## config.mk

```make
export PLATFORM = sky130hd
export DESIGN_NAME = decode_stage
export DESIGN_NICKNAME = d
export VERILOG_FILES = /design/src/rtl/decode_stage.sv
export SDC_FILE = /design/constraint.sdc
export NUM_CORES = 1
export LEC_CHECK = 0
export BUFFER_PORTS_ARGS = -buffer_cell sky130_fd_sc_hd__clkbuf_2
export CORE_ASPECT_RATIO = 0.75
export CORE_MARGIN = 2
export CORE_UTILIZATION = 40
export DETAILED_ROUTE_END_ITERATION = 8
export GPL_TIMING_DRIVEN = 0
export PLACE_DENSITY_LB_ADDON = 0.05
export SYNTH_ARGS = -nofsm -noshare
export SYNTH_HDL_FRONTEND = slang
export SYNTH_SLANG_ARGS = --single-unit
```

## constraint.sdc

```tcl
create_clock -name clk -period 2.9 [get_ports clk]
set_input_delay 0.29 -clock clk [delete_from_list [all_inputs] [get_ports clk]]
set_output_delay 0.29 -clock clk [all_outputs]
set_load 0.03 [all_outputs]
```

## src/rtl/decode_stage.sv

```systemverilog
// LEGv8 decode stage: decodes one instruction into a registered control/immediate bundle and owns the NZCV flags.
// Latency: 1 cycle from input transfer to out_valid; 1 instruction per cycle absent hazards.
// Backpressure: in_ready drops when the output register is full and not draining, or on load-use / flag hazards.
module decode_stage #(
   parameter int DATA_W        = 64,
   parameter int MAX_FLAG_PEND = 3
) (
   input  logic              clk,
   input  logic              reset,
   input  logic              in_valid,
   output logic              in_ready,
   input  logic [31:0]       instruction,
   input  logic [3:0]        flags_in,
   input  logic              flags_we,
   output logic              out_valid,
   input  logic              out_ready,
   output logic [4:0]        Rd,
   output logic [4:0]        Rn,
   output logic [4:0]        Rm,
   output logic              UncondBr,
   output logic              BrTaken,
   output logic              CbzBr,
   output logic              Reg2Loc,
   output logic              RegWrite,
   output logic              ALUSrc,
   output logic              MemWrite,
   output logic              MemToReg,
   output logic              ByteOrFull,
   output logic              SetFlags,
   output logic              ImmInstr,
   output logic              Mov,
   output logic              Clear,
   output logic              Illegal,
   output logic [2:0]        ALUOp,
   output logic [1:0]        shamt,
   output logic [DATA_W-1:0] Imm
);

   localparam int PW = $clog2(MAX_FLAG_PEND + 1);
   localparam logic [PW-1:0] PEND_MAX = PW'(MAX_FLAG_PEND);

   localparam logic [10:0] OP_ADDS  = 11'b10101011000;
   localparam logic [10:0] OP_SUBS  = 11'b11101011000;
   localparam logic [10:0] OP_STURB = 11'b00111000000;
   localparam logic [10:0] OP_LDURB = 11'b00111000010;
   localparam logic [10:0] OP_STUR  = 11'b11111000000;
   localparam logic [10:0] OP_LDUR  = 11'b11111000010;

   localparam logic [2:0] ALU_PASSB = 3'b000;
   localparam logic [2:0] ALU_ADD   = 3'b010;
   localparam logic [2:0] ALU_SUB   = 3'b011;

   logic [3:0]    flag_q;
   logic [PW-1:0] pend;

   logic [10:0] op11;
   logic        n_f, z_f, c_f, v_f;
   logic        cond_true;

   logic              d_uncond, d_brtaken, d_cbz, d_reg2loc, d_regwrite, d_alusrc;
   logic              d_memwrite, d_memtoreg, d_byte, d_setflags, d_imminstr;
   logic              d_mov, d_clear, d_illegal, d_bcond, d_uses_rd;
   logic [2:0]        d_aluop;
   logic [1:0]        d_shamt;
   logic [DATA_W-1:0] d_imm;

   logic load_use, cond_wait, pend_full, accept;

   assign op11 = instruction[31:21];
   assign {n_f, z_f, c_f, v_f} = flag_q;

   // B.cond evaluation against the committed flags
   always_comb begin
      cond_true = 1'b0;
      case (instruction[3:0])
         4'd0:    cond_true = z_f;
         4'd1:    cond_true = !z_f;
         4'd2:    cond_true = c_f;
         4'd3:    cond_true = !c_f;
         4'd4:    cond_true = n_f;
         4'd5:    cond_true = !n_f;
         4'd6:    cond_true = v_f;
         4'd7:    cond_true = !v_f;
         4'd8:    cond_true = c_f & !z_f;
         4'd9:    cond_true = !(c_f & !z_f);
         4'd10:   cond_true = (n_f == v_f);
         4'd11:   cond_true = (n_f != v_f);
         4'd12:   cond_true = !z_f & (n_f == v_f);
         4'd13:   cond_true = !(!z_f & (n_f == v_f));
         4'd14:   cond_true = 1'b1;
         default: cond_true = 1'b0;
      endcase
   end

   // Opcode decode, first match wins
   always_comb begin
      d_uncond   = 1'b0;
      d_brtaken  = 1'b0;
      d_cbz      = 1'b0;
      d_reg2loc  = 1'b0;
      d_regwrite = 1'b0;
      d_alusrc   = 1'b0;
      d_memwrite = 1'b0;
      d_memtoreg = 1'b0;
      d_byte     = 1'b0;
      d_setflags = 1'b0;
      d_imminstr = 1'b0;
      d_mov      = 1'b0;
      d_clear    = 1'b0;
      d_illegal  = 1'b0;
      d_bcond    = 1'b0;
      d_uses_rd  = 1'b0;
      d_aluop    = ALU_PASSB;
      d_shamt    = 2'b00;
      d_imm      = '0;
      if (instruction[31:26] == 6'b000101) begin
         d_uncond  = 1'b1;
         d_brtaken = 1'b1;
         d_imm     = {{(DATA_W-26){instruction[25]}}, instruction[25:0]};
      end else if (instruction[31:24] == 8'b01010100) begin
         d_bcond = 1'b1;
         d_imm   = {{(DATA_W-19){instruction[23]}}, instruction[23:5]};
         if (instruction[3:0] == 4'hF) d_illegal = 1'b1;
         else                          d_brtaken = cond_true;
      end else if (instruction[31:24] == 8'b10110100) begin
         d_cbz     = 1'b1;
         d_uses_rd = 1'b1;
         d_imm     = {{(DATA_W-19){instruction[23]}}, instruction[23:5]};
      end else if (op11 == OP_ADDS || op11 == OP_SUBS) begin
         d_reg2loc  = 1'b1;
         d_regwrite = 1'b1;
         d_setflags = 1'b1;
         d_aluop    = (op11 == OP_SUBS) ? ALU_SUB : ALU_ADD;
      end else if (op11 == OP_LDUR || op11 == OP_LDURB) begin
         d_alusrc   = 1'b1;
         d_regwrite = 1'b1;
         d_memtoreg = 1'b1;
         d_byte     = (op11 == OP_LDURB);
         d_aluop    = ALU_ADD;
         d_imm      = {{(DATA_W-9){instruction[20]}}, instruction[20:12]};
      end else if (op11 == OP_STUR || op11 == OP_STURB) begin
         d_alusrc   = 1'b1;
         d_memwrite = 1'b1;
         d_uses_rd  = 1'b1;
         d_byte     = (op11 == OP_STURB);
         d_aluop    = ALU_ADD;
         d_imm      = {{(DATA_W-9){instruction[20]}}, instruction[20:12]};
      end else if (instruction[31:22] == 10'b1001000100) begin
         d_alusrc   = 1'b1;
         d_regwrite = 1'b1;
         d_imminstr = 1'b1;
         d_aluop    = ALU_ADD;
         d_imm      = {{(DATA_W-12){1'b0}}, instruction[21:10]};
      end else if (instruction[31:23] == 9'b110100101 || instruction[31:23] == 9'b111100101) begin
         d_mov      = 1'b1;
         d_regwrite = 1'b1;
         d_clear    = (instruction[31:23] == 9'b110100101);
         d_shamt    = instruction[22:21];
         d_imm      = {{(DATA_W-16){1'b0}}, instruction[20:5]};
      end else begin
         d_illegal = 1'b1;
      end
   end

   // Hazards against the instruction currently presented upstream
   always_comb begin
      load_use  = out_valid & MemToReg & (Rd != 5'd31) &
                  ((Rd == instruction[9:5]) |
                   (d_reg2loc & (Rd == instruction[20:16])) |
                   (d_uses_rd & (Rd == instruction[4:0])));
      cond_wait = d_bcond & (pend != '0);
      pend_full = d_setflags & (pend == PEND_MAX);
      in_ready  = (!out_valid | out_ready) & !(load_use | cond_wait | pend_full);
   end

   assign accept = in_valid & in_ready;

   // Flag register and in-flight flag-setter count
   always_ff @(posedge clk or posedge reset) begin
      if (reset) begin
         flag_q <= 4'b0000;
         pend   <= '0;
      end else begin
         if (flags_we) flag_q <= flags_in;
         if (accept & d_setflags) begin
            if (!flags_we) pend <= pend + 1'b1;
         end else if (flags_we && pend != '0) begin
            pend <= pend - 1'b1;
         end
      end
   end

   // Output register: load on transfer, bubble when drained, hold when stalled
   always_ff @(posedge clk or posedge reset) begin
      if (reset) begin
         out_valid  <= 1'b0;
         Rd         <= 5'd0;
         Rn         <= 5'd0;
         Rm         <= 5'd0;
         UncondBr   <= 1'b0;
         BrTaken    <= 1'b0;
         CbzBr      <= 1'b0;
         Reg2Loc    <= 1'b0;
         RegWrite   <= 1'b0;
         ALUSrc     <= 1'b0;
         MemWrite   <= 1'b0;
         MemToReg   <= 1'b0;
         ByteOrFull <= 1'b0;
         SetFlags   <= 1'b0;
         ImmInstr   <= 1'b0;
         Mov        <= 1'b0;
         Clear      <= 1'b0;
         Illegal    <= 1'b0;
         ALUOp      <= ALU_PASSB;
         shamt      <= 2'b00;
         Imm        <= '0;
      end else if (accept) begin
         out_valid  <= 1'b1;
         Rd         <= instruction[4:0];
         Rn         <= instruction[9:5];
         Rm         <= instruction[20:16];
         UncondBr   <= d_uncond;
         BrTaken    <= d_brtaken;
         CbzBr      <= d_cbz;
         Reg2Loc    <= d_reg2loc;
         RegWrite   <= d_regwrite;
         ALUSrc     <= d_alusrc;
         MemWrite   <= d_memwrite;
         MemToReg   <= d_memtoreg;
         ByteOrFull <= d_byte;
         SetFlags   <= d_setflags;
         ImmInstr   <= d_imminstr;
         Mov        <= d_mov;
         Clear      <= d_clear;
         Illegal    <= d_illegal;
         ALUOp      <= d_aluop;
         shamt      <= d_shamt;
         Imm        <= d_imm;
      end else if (out_ready) begin
         out_valid <= 1'b0;
      end
   end

endmodule
```

Word level (Yosys, flattened, before mapping)
Index checks and enable logic that the tools add are counted.
W data, S select, Z words.
{"block": "classes", "addsub": 2, "n_eq_ne": 35, "mux": 108, "n_bitwise": 17, "n_reduce_logical": 18}
{"op": "$mux W64", "count": 6}
{"op": "$mux W1", "count": 81}
{"op": "$eq A11 B11 Y1 const B", "count": 4}
{"op": "$mux W2", "count": 18}
{"op": "$eq A4 B4 Y1 const B", "count": 8}
{"op": "$mux W16", "count": 2}
{"op": "$eq A11 B9 Y1 const B", "count": 2}
{"op": "$eq A9 B9 Y1 const B", "count": 2}
{"op": "$eq A4 B3 Y1 const B", "count": 4}
{"op": "$eq A5 B5 Y1", "count": 3}
{"op": "$pmux W1 S15", "count": 1}
{"op": "$and A1 B1 Y1", "count": 12}
{"op": "$eq A10 B10 Y1 const B", "count": 1}
{"op": "$eq A4 B2 Y1 const B", "count": 2}
{"op": "$eq A8 B7 Y1 const B", "count": 1}
{"op": "$eq A8 B8 Y1 const B", "count": 1}
{"op": "$logic_not A1 Y1", "count": 8}
{"op": "$eq A6 B3 Y1 const B", "count": 1}
{"op": "$reduce_bool A2 Y1", "count": 3}
{"op": "$ne A5 B5 Y1 const B", "count": 1}
{"op": "$or A1 B1 Y1", "count": 5}
{"op": "$eq A4 B1 Y1 const B", "count": 1}
{"op": "$logic_not A4 Y1", "count": 1}
{"op": "$logic_or A1 B1 Y1", "count": 4}
{"op": "other kinds (8)", "count": 8}
{"block": "totals", "register_bits": 104, "inputBits": 41, "elab_cells": 202}

Longest topological paths before layout
{"block": "logic_depth", "depth_word": 19, "mapped_depth": 10}

Worst setup path after synthesis
OpenSTA, ideal clock, no wires.
{"block": "synth_path", "path_type": "input port to flip-flop", "startpoint": "in instruction[25]", "endpoint": "reg Imm[15]", "arrival_ps": 2398, "slack_ps": 377, "path_stages": 10, "n_path_buf": 3, "path_cell_list": "or3b_2 or3_1 a21o_1 o21bai_1 a41o_1 or3_1 buf_6 buf_6 buf_8 mux2_4"}
{"block": "synth_between", "elab_chain_cells": 16}
{"item": "from (decl)", "line": "12", "source": "input logic [31:0] instruction,"}
{"item": "$eq A11 B11 Y1 or $eq A11 B9 Y1 (tied branches)", "line": "141", "source": "end else if (op11 == OP_STUR || op11 == OP_STURB) begin"}
{"item": "$logic_or A1 B1 Y1", "line": "141"}
{"item": "$mux W1", "line": "141"}
{"item": "$mux W1", "line": "134", "source": "end else if (op11 == OP_LDUR || op11 == OP_LDURB) begin"}
{"item": "$mux W1", "line": "129", "source": "end else if (op11 == OP_ADDS || op11 == OP_SUBS) begin"}
{"item": "$mux W1", "line": "125", "source": "end else if (instruction[31:24] == 8'b10110100) begin"}
{"item": "$mux W1", "line": "120", "source": "end else if (instruction[31:24] == 8'b01010100) begin"}
{"item": "$mux W1", "line": "116", "source": "if (instruction[31:26] == 6'b000101) begin"}
{"item": "$and A1 B1 Y1", "line": "170", "source": "(d_uses_rd & (Rd == instruction[4:0])));"}
{"item": "$or A1 B1 Y1", "line": "169", "source": "(d_reg2loc & (Rd == instruction[20:16])) |"}
{"item": "$and A1 B1 Y1", "line": "167", "source": "load_use = out_valid & MemToReg & (Rd != 5'd31) &"}
{"item": "$or A1 B1 Y1 (2 in a row)", "line": "173", "source": "in_ready = (!out_valid | out_ready) & !(load_use | cond_wait | pend_full);"}
{"item": "$logic_not A1 Y1", "line": "173"}
{"item": "$and A1 B1 Y1", "line": "173"}
{"item": "$and A1 B1 Y1", "line": "176", "source": "assign accept = in_valid & in_ready;"}
{"item": "to (signal assigned)", "line": "238", "source": "Imm <= d_imm;"}
{"item": "to (decl)", "line": "36", "source": "output logic [DATA_W-1:0] Imm"}
Several ways; a longest one is shown, not always the timed one.
A chain may end at the register's enable or synchronous reset.

Worst setup path after layout
{"block": "layout_path", "startpoint": "in instruction[25]", "endpoint": "reg Imm[16]"}
The elaborated chain is that of the path after synthesis.

==> impl_metrics.json <==
{
  "outcome": "completed",
  "intPower_uw": 1879,
  "synth.distinct_cells": 49,
  "ys_seq_elements": 65,
  "synthAdderAreaFrac": 0,
  "max_cap_viol_count": 0,
  "clockPowerShare": 0.439,
  "cp_max_fo": 10,
  "post_cts_buffers": 0,
  "dp.final_hpwl_um": 8377,
  "synth_mux_area_frac": 0.1758,
  "yosys.area.top_type": "dfrtp_1",
  "cts_tree": "done",
  "clock_latency_ns": 0.34,
  "synthCells": 396,
  "pre_cts_ws_ns": -0.1361,
  "seqPwrFrac": 0.385,
  "crit_path_max_incr_delay_ns": 0.48,
  "cp_data_arrival_time_ns": 2.93,
  "slew_headroom": 0.2574,
  "syn_to_final_growth_pct": 28.93,
  "worst-path-buf-inv": 4,
  "die_x_um": 119.4,
  "hold_viol_final": 0,
  "synth-simple-area-share": 0.1297,
  "die_y_um": 90.52,
  "vias": 3529,
  "total_power_uw": 2616,
  "fmax_mhz": 369.7,
  "clk_path_buf_depth": 2,
  "diodes": 0,
  "worstMarginPinSlew_ns": 1.114,
  "final_layout_size_suffix_gt1_frac": 0.4826,
  "core_area_um2": 9697,
  "required_ns": 3.12,
  "combinationalPowerShare": 0.176,
  "dr.first_iter.drc_count": 288,
  "cts_root_buf": "clkbuf_16",
  "setup_tns_ns": 0,
  "p_sw_uw": 737.3,
  "ios": 141,
  "cp_slowest_cell": "or3b_2",
  "gp_congestion": 0.8289,
  "yosys.area.top_type_share": 0.4074,
  "ys.flop_type": "dfrtp_1",
  "clk_pin_slew_ns": 0.05,
  "cp-end-kind": "flop",
  "async_flop_share": 1.000,
  "start_util": 0.4117,
  "syn_area_per_cell_um2": 10.08,
  "drtAntennaViolNets": 0,
  "hold_path_class": "input port to async pin",
  "htreeDepth": 3,
  "slew_viol_final": 0,
  "synth_edf_count": 0,
  "grt_pass1_wl_um": 17610,
  "grt_max_degree": 66,
  "routed_via_density": 5.197,
  "p_leak_uw": 0.002761,
  "critPathKind": "input port to flop",
  "synth_top_family_by_area": "multiplexers",
  "synth.area.top_cells": "dfrtp_1 41%, mux2_2 15%, buf_4 8.3%",
  "critPathTopFamily": "simple AND/OR/NAND/NOR gates",
  "pwr_density_cell_nw_per_um2": 508.3,
  "synth_xor_area_frac": 0.03510,
  "portBuffers": 135,
  "yosysWarnings": 0,
  "syn_nets": 437,
  "vdd_ir_drop_max_uv": 364.5,
  "wirelength_um": 11290,
  "antenna_found_initial": 0,
  "ctsResizeCount": 0,
  "fin_ws_ns": 0.1954,
  "rsz0062_at_grt": "no",
  "grt_pass1_vias": 3308,
  "crit_chain": "clkbuf_2 -> or3b_2 -> or3_1 -> a21o_1 -> o21bai_1 -> a41o_1 -> or3_1 -> buf_6 -> buf_6 -> buf_8 -> mux2_4",
  "cts.sinks": 65,
  "crit_path_start_kind": "input port",
  "grt-ovfl-total": 0,
  "syn_area_um2": 3993,
  "fin_skew_ns": 0.003643,
  "dieArea_um2": 10800,
  "fin_nets": 583,
  "swShare": 0.2818,
  "firstDrtPassIters": 5,
  "finalSetupViolations": 0,
  "track_usage": 0.2088,
  "num_rows": 31,
  "period_share": 0.9326,
  "wire_per_inst_um": 16.63,
  "fillers": 911,
  "synth_compound_gate_area_share": 0.1363,
  "cts_made_buffers": 9,
  "synth-seq-area-share": 0.4074,
  "cts_hold_buf": 0,
  "drc": 0,
  "post-route-min-period_ns": 2.705
}
-- state kept, by name (all words and copies together), names as in the netlist, 2 cells and up --
signal and flops:
Rd 5, shamt 2, ALUOp 2, flag_q 4, Rm 5, Rn 5
pend 2, Imm 26
-- cell families (layout without fill, tap and decap cells) --
group                  after synthesis  after routing
other                                1              1
XOR/XNOR                            16             16
AO/OA/AOI/OAI                       83             83
flip-flops                          65             65
buffers and inverters               71            222
AND/OR/NAND/NOR                     98             98
multiplexers                        62             62
-- area by class of cell --
class,instances,area (µm²),share of cell area
clock buffers,10,229.0,0.04448
flip-flops and latches,65,1627,0.3160
well taps,132,165.2,0.03209
repair buffers,135,675.6,0.1313
clock inverters,6,82.58,0.01604
multi-input cells,260,1908,0.3707
inverters,10,40.04,0.007778
plain buffers,61,420.4,0.08167
-- through the flow --
step	hold WS (ns)	instances	utilization	cell area, µm²
after floorplan	0.4110	396	-	3993
after global placement	0.4866	663	0.4985	4833
after detailed placement	0.4930	663	0.4987	4836
after CTS	0.1490	679	0.5308	5147
after global routing	0.1761	679	0.5308	5147
final	0.1164	679	0.5308	5147
-- power by group through the flow --
stage | clock network [µW] | logic [µW] | registers (µW)
3_3_place_gp | 0 | 455 | 1020
2_1_floorplan | 0 | 227 | 1100
4_1_cts | 1170 | 462 | 1010
5_1_grt | 1210 | 492 | 1020
3_5_place_dp | 0 | 461 | 1020
6_report | 1150 | 460 | 1010
-- cell usage after synthesis, types with 5 or more instances --
library cell,n
dfrtp_1,65
mux2_2,53
buf_4,44
nand2_1,29
a21oi_1,24
o21ai_0,19
nor2_1,18
clkbuf_1,13
a22oi_1,11
xor2_1,11
inv_1,10
nand3_1,10
a221o_1,9
a21o_1,8
mux2i_1,6
nor3_1,6
nand2b_1,5
or2_2,5
or3_1,5
xnor2_1,5
-- placed cells by master (no fill, tap or decap), types with 5 or more instances in the layout --
cell / instances
a221o_1: 9
dfrtp_1: 65
a21o_1: 8
inv_1: 9
a21oi_1: 24
xnor2_1: 5
nor3_1: 6
mux2i_1: 6
or2_2: 5
clkbuf_2: 135
o21ai_0: 19
clkbuf_16: 9
nand2_1: 29
clkbuf_1: 14
buf_4: 44
mux2_2: 53
or3_1: 5
nand3_1: 10
nor2_1: 18
a22oi_1: 11
nand2b_1: 5
xor2_1: 11
-- layer usage --
| layer | global-route usage | wire, µm | vias up |
|---|---|---|---|
| li1 | - | - | 1658 |
| met1 | 0.3026 | 5220 | 1697 |
| met2 | 0.3051 | 5004 | 160 |
| met3 | 0.05808 | 932 | 14 |
| met4 | 0.05784 | 135 | 0 |
| met5 | 0 | 0 | - |
-- worst paths after layout --
| kind | end | start | slack [ns] | cells past startpoint |
|---|---|---|---|---|
| hold / removal | shamt[1] | reset | 0.12 | 2 |
| setup / recovery | Imm[16] | instruction[25] | 0.20 | 11 |
| setup reg to reg | Imm[16] | Rd[1] | 0.49 | 9 |
| max in group asynchronous | Imm[4] | reset | 2.26 | 2 |
| min in group clk | flag_q[2] | flags_in[2] | 0.17 | 3 |
| hold reg to reg | Rm[3] | Rm[3] | 0.50 | 1 |
Note: power is estimated with default switching activity, not from simulation.
